**src/rtl/clk_div_multi.sv**
```systemverilog
// Multi-channel 50%-duty clock divider with per-channel tick strobes.
// Each channel's half-period can be reprogrammed at runtime and switches only on a period boundary.
module clk_div_multi #(
    parameter int NUM_CH       = 4,
    parameter int CNT_W        = 26,
    parameter int DEFAULT_HALF = 50000000,
    localparam int CH_W        = (NUM_CH > 1) ? $clog2(NUM_CH) : 1
) (
    input  logic              clk,
    input  logic              rst,
    input  logic [NUM_CH-1:0] en,
    input  logic              cfg_valid,
    output logic              cfg_ready,
    input  logic [CH_W-1:0]   cfg_ch,
    input  logic [CNT_W-1:0]  cfg_half,
    output logic [NUM_CH-1:0] clk_out,
    output logic [NUM_CH-1:0] tick
);

    localparam logic [CNT_W-1:0] ONE      = CNT_W'(1);
    localparam logic [CNT_W-1:0] DEF_HALF = CNT_W'(DEFAULT_HALF);

    logic [CNT_W-1:0]  cnt  [NUM_CH];
    logic [CNT_W-1:0]  half [NUM_CH];
    logic [CNT_W-1:0]  shd  [NUM_CH];
    logic [NUM_CH-1:0] pend;

    logic [NUM_CH-1:0] sel;
    logic [NUM_CH-1:0] accept;
    logic [CNT_W-1:0]  cfg_val;

    // An out-of-range cfg_ch matches no channel, so it is accepted and silently dropped.
    always_comb begin
        sel = '0;
        for (int i = 0; i < NUM_CH; i++) begin
            sel[i] = (cfg_ch == CH_W'(i));
        end
        // NOTE: gating with rst drops cfg_ready asynchronously while reset is held.
        cfg_ready = rst & ~(|(pend & sel));
        accept    = (cfg_valid && cfg_ready) ? sel : '0;
        cfg_val   = (cfg_half == '0) ? ONE : cfg_half;
    end

    always_ff @(posedge clk or negedge rst) begin
        if (!rst) begin
            for (int i = 0; i < NUM_CH; i++) begin
                cnt[i]  <= ONE;
                half[i] <= DEF_HALF;
                shd[i]  <= DEF_HALF;
            end
            pend    <= '0;
            clk_out <= '0;
            tick    <= '0;
        end else begin
            for (int i = 0; i < NUM_CH; i++) begin
                if (!en[i]) begin
                    // Idle channel: park at phase 0 and commit any pending or fresh half-period now.
                    cnt[i]     <= ONE;
                    clk_out[i] <= 1'b0;
                    tick[i]    <= 1'b0;
                    if (pend[i]) begin
                        half[i] <= shd[i];
                        pend[i] <= 1'b0;
                    end else if (accept[i]) begin
                        half[i] <= cfg_val;
                    end
                end else begin
                    // >= keeps a shrunk half-period from letting cnt run past terminal.
                    if (cnt[i] >= half[i]) begin
                        cnt[i]     <= ONE;
                        clk_out[i] <= ~clk_out[i];
                        tick[i]    <= 1'b1;
                        if (pend[i]) begin
                            half[i] <= shd[i];
                            pend[i] <= 1'b0;
                        end
                    end else begin
                        cnt[i]  <= cnt[i] + ONE;
                        tick[i] <= 1'b0;
                    end
                    // accept implies pend was clear, so this never collides with the commit above.
                    if (accept[i]) begin
                        shd[i]  <= cfg_val;
                        pend[i] <= 1'b1;
                    end
                end
            end
        end
    end

endmodule

```
**config.mk**
```make
export PLATFORM = sky130hd
export DESIGN_NAME = clk_div_multi
export DESIGN_NICKNAME = d
export VERILOG_FILES = /design/src/rtl/clk_div_multi.sv
export SDC_FILE = /design/constraint.sdc
export NUM_CORES = 1
export LEC_CHECK = 0
export CORE_ASPECT_RATIO = 1.2
export CORE_MARGIN = 2
export CORE_UTILIZATION = 56
export CTS_CLUSTER_DIAMETER = 100
export CTS_CLUSTER_SIZE = 8
export DETAILED_ROUTE_END_ITERATION = 7
export PLACE_DENSITY_LB_ADDON = 0.25
export SLEW_MARGIN = 40
export SYNTH_ARGS = -nofsm -noshare
export SYNTH_HDL_FRONTEND = slang
export SYNTH_SLANG_ARGS = --single-unit
```
**constraint.sdc**
```tcl
create_clock -name clk -period 2.8 [get_ports clk]
set_input_delay 0.7 -clock clk [delete_from_list [all_inputs] [get_ports clk]]
set_output_delay 0.7 -clock clk [all_outputs]
set_load 0.01 [all_outputs]
```
==> run summary <==
result of the run -> finished clean
1st-pass router iterations -> 5
RSZ-0062 raised after global routing -> yes
CP Capture Type -> register
number of global-route vias before repair -> 12.2k
grt total ovfl -> 0
Port Buffers -> 43
Longest Clk Path Bufs -> 3
net count after synthesis -> 1738
Seq/Total Area, Yosys -> 48.5%
Fin. Hold Viols -> 0
cts hold-fix bufs -> 0
first-pass GRT wire length -> 62000 um
area leader, netlist -> dfrtp_1
sequential share of power -> 44.1%
critical path class -> reg2reg
Worst R2R End -> half[78]$_DFFE_PN0P_
pwr dens -> 736 nW/um2
fmax -> 362 MHz
Starting Density -> 57.2%
Die X -> 163 um
switching share of power -> 27.9%
drt drc -> 0
mean area per synthesized cell -> 10.6 um2
final-report setup violation count -> 0
Placed Cells incl. Taps -> 2011
Yosys cell types -> 61
main area contributors after synthesis -> dfrtp_1 33%, dfstp_2 15%, ha_1 8.0%
crit start category -> register
GPL Wtd Cong -> 0.794
Arrival @ worst endpoint -> 3.18 ns
largest net degree at the start of global routing -> 153
final WL -> 38700 um
Ys Warns -> 0
clk sinks -> 324
switching pwr -> 0.00409 W
H-tree Lvls -> 2
Layout Cells excl Fill -> 2107
drt wl/cell -> 18.4 um
gr usage total -> 24.6%
mapped cell area -> 17000 um2
clock-pin slew on the worst setup and hold paths -> 0.05 ns
Worst Reg-to-Reg Cells -> 8
Post-Route Skew -> 0.0177 ns
Final Cycle Share -> 98.5%
worst slew pin tran -> 0.669 ns
Seq cells post-synth -> 324
commonest non-fill, non-tap cell in the layout -> dfrtp_1
Num CTS Buffers -> 46
via count -> 11.8k
EDFF count, synth -> 0
antenna violations before repair -> 0
worst-path fanout max -> 5
height of the die -> 195 um
count of pins over their slew limit -> 0
crit path time final -> 2.76 ns
Worst-Skew Late Latency -> 0.55 ns
hpwl dp -> 25600 um
most frequent cells in the layout -> 223 x dfrtp_1, 171 x nor2_1, 125 x mux2i_1, 123 x inv_1, 105 x ha_1
Worst Path Required -> 3.22 ns
number of DRC markers in iteration 0 -> 583
post-layout net count -> 1822
antenna-violating nets left -> 0
Int Pwr -> 0.0106 W
die area -> 31700 um2
r2r startpoint -> half[99]$_DFFE_PN1P_
CTS root buf -> clkbuf_16
# fillers -> 2324
Clock power frac -> 36.4%
antenna cells -> 0
Worst Hold Class -> in2async
layout cells sized above 1 -> 22.7%
max-cap violation count -> 0
leakage power figure -> 9.23 nW
Syn-to-layout area delta -> 17.3%
final core utilization -> 67.0%
Via density -> 5.60
CTS tree -> done
combinational fraction of design power -> 19.5%
Main synth FF type -> dfrtp_1
IO Count -> 44
worst reg2reg setup slack -> 0.04 ns
worst-case headroom to the max-slew limit -> 55.0%
Synth top area share -> 33.0%
Async S/R FF share, synth -> 100%
Peak VDD IR -> 0.523 mV
core box area -> 29700 um2
Std-Cell Rows -> 69
Cells after Synth -> 1595
## timing repair
item	CTS	global route
gates cloned	0	4
setup buffers	1	3
endpoints found under the setup margin	1	102
pin swaps	0	3
gates resized for setup	7	20
## sequential cells by signal, summed over array words and instances, names as in the netlist
name / flops
clk_out: 4
cnt: 104
half: 104
pend: 4
shd: 104
tick: 4
## kinds of logic (layout without fill, tap and decap cells)
family | Yosys count | in the layout | synth area share (%)
flip-flops | 324 | 324 | 48.5
AND/OR/NAND/NOR | 441 | 441 | 11.9
multiplexers | 229 | 229 | 14.3
XOR/XNOR | 97 | 97 | 5.00
AO/OA/AOI/OAI | 193 | 194 | 7.36
adder cells (fa/ha/maj) | 108 | 108 | 7.96
buffers and inverters | 203 | 324 | 4.92
## final cells by class
cell class	instances	area, um2	share of cell area, %
repair buffers	113	1270	6.38
multi-input cells	1069	8060	40.5
inverters	125	469	2.36
clock inverters	1	30.0	0.151
well taps	390	488	2.45
flip-flops and latches	324	8230	41.4
clock buffers	85	1360	6.84
## routing by layer
metal / vias up / track usage [%] / share of wire, %
li1: 5608 / - / -
met2: 221 / 41.7 / 50
met4: 0 / 7.21 / 2.3
met5: - / 0 / 0
met3: 64 / 4.76 / 4.6
met1: 5909 / 32.2 / 43
## through the flow
step | total power, W | setup WS (ns) | hold WS [ns] | area (um2) | setup TNS (ns)
floorplan | 0.00835 | 0.124 | 0.404 | 17000 | 0
global placement | 0.00908 | -0.495 | 0.466 | 18300 | -0.495
detailed placement | 0.00927 | -0.466 | 0.471 | 18300 | -0.466
CTS | 0.0147 | 0.0111 | 0.266 | 19700 | 0
global route | 0.0155 | -0.0599 | 0.287 | 19900 | -0.505
finish | 0.0147 | 0.0407 | 0.257 | 19900 | 0
## cell usage after synthesis, types with 13 or more instances
cell      count
clkbuf_1     45
and3_1       26
nor3_1       15
xnor2_1      35
dfstp_2     100
nor4_1       13
nand3_1      54
ha_1        108
mux2i_1     125
a21oi_2      25
xor2_1       62
nor2_1      178
dfrtp_1     224
buf_1        20
a21oi_1      73
mux2_2      102
nand2_1      92
a21o_1       13
nand4_1      24
inv_1       125
o21ai_0      42
## power groups by stage
stage / Clock, W / Combinational [W] / Sequential [W]
after floorplan: 0 / 0.00199 / 0.00636
after global routing: 0.00567 / 0.00323 / 0.00657
after detailed placement: 0 / 0.00277 / 0.00651
final: 0.00534 / 0.00287 / 0.00646
after CTS: 0.00543 / 0.00281 / 0.00645
after global placement: 0 / 0.00261 / 0.00646
## critical path: stages, from the launching register on
cell and delay [ns]:
dfstp_2 0.55, inv_2 0.05, ha_4 0.27, nand4_1 0.14
or4_4 0.57, a2111oi_4 0.22, a2111o_1 0.27, o21a_4 0.24
mux2_4 0.32
## how the worst max path moves through the flow
stage                              start               endpoint  slack, ns  cells past startpoint
floorplan           half[99]$_DFFE_PN1P_   half[78]$_DFFE_PN0P_       0.12                     10
global placement               cfg_ch[0]              cfg_ready      -0.50                      4
detailed placement             cfg_ch[0]              cfg_ready      -0.47                      4
CTS                 half[99]$_DFFE_PN1P_  half[103]$_DFFE_PN1P_       0.01                     10
global route        half[99]$_DFFE_PN1P_   half[80]$_DFFE_PN0P_      -0.06                     10
finish              half[99]$_DFFE_PN1P_   half[78]$_DFFE_PN0P_       0.04                      8
(Power assumes the default switching activity.)
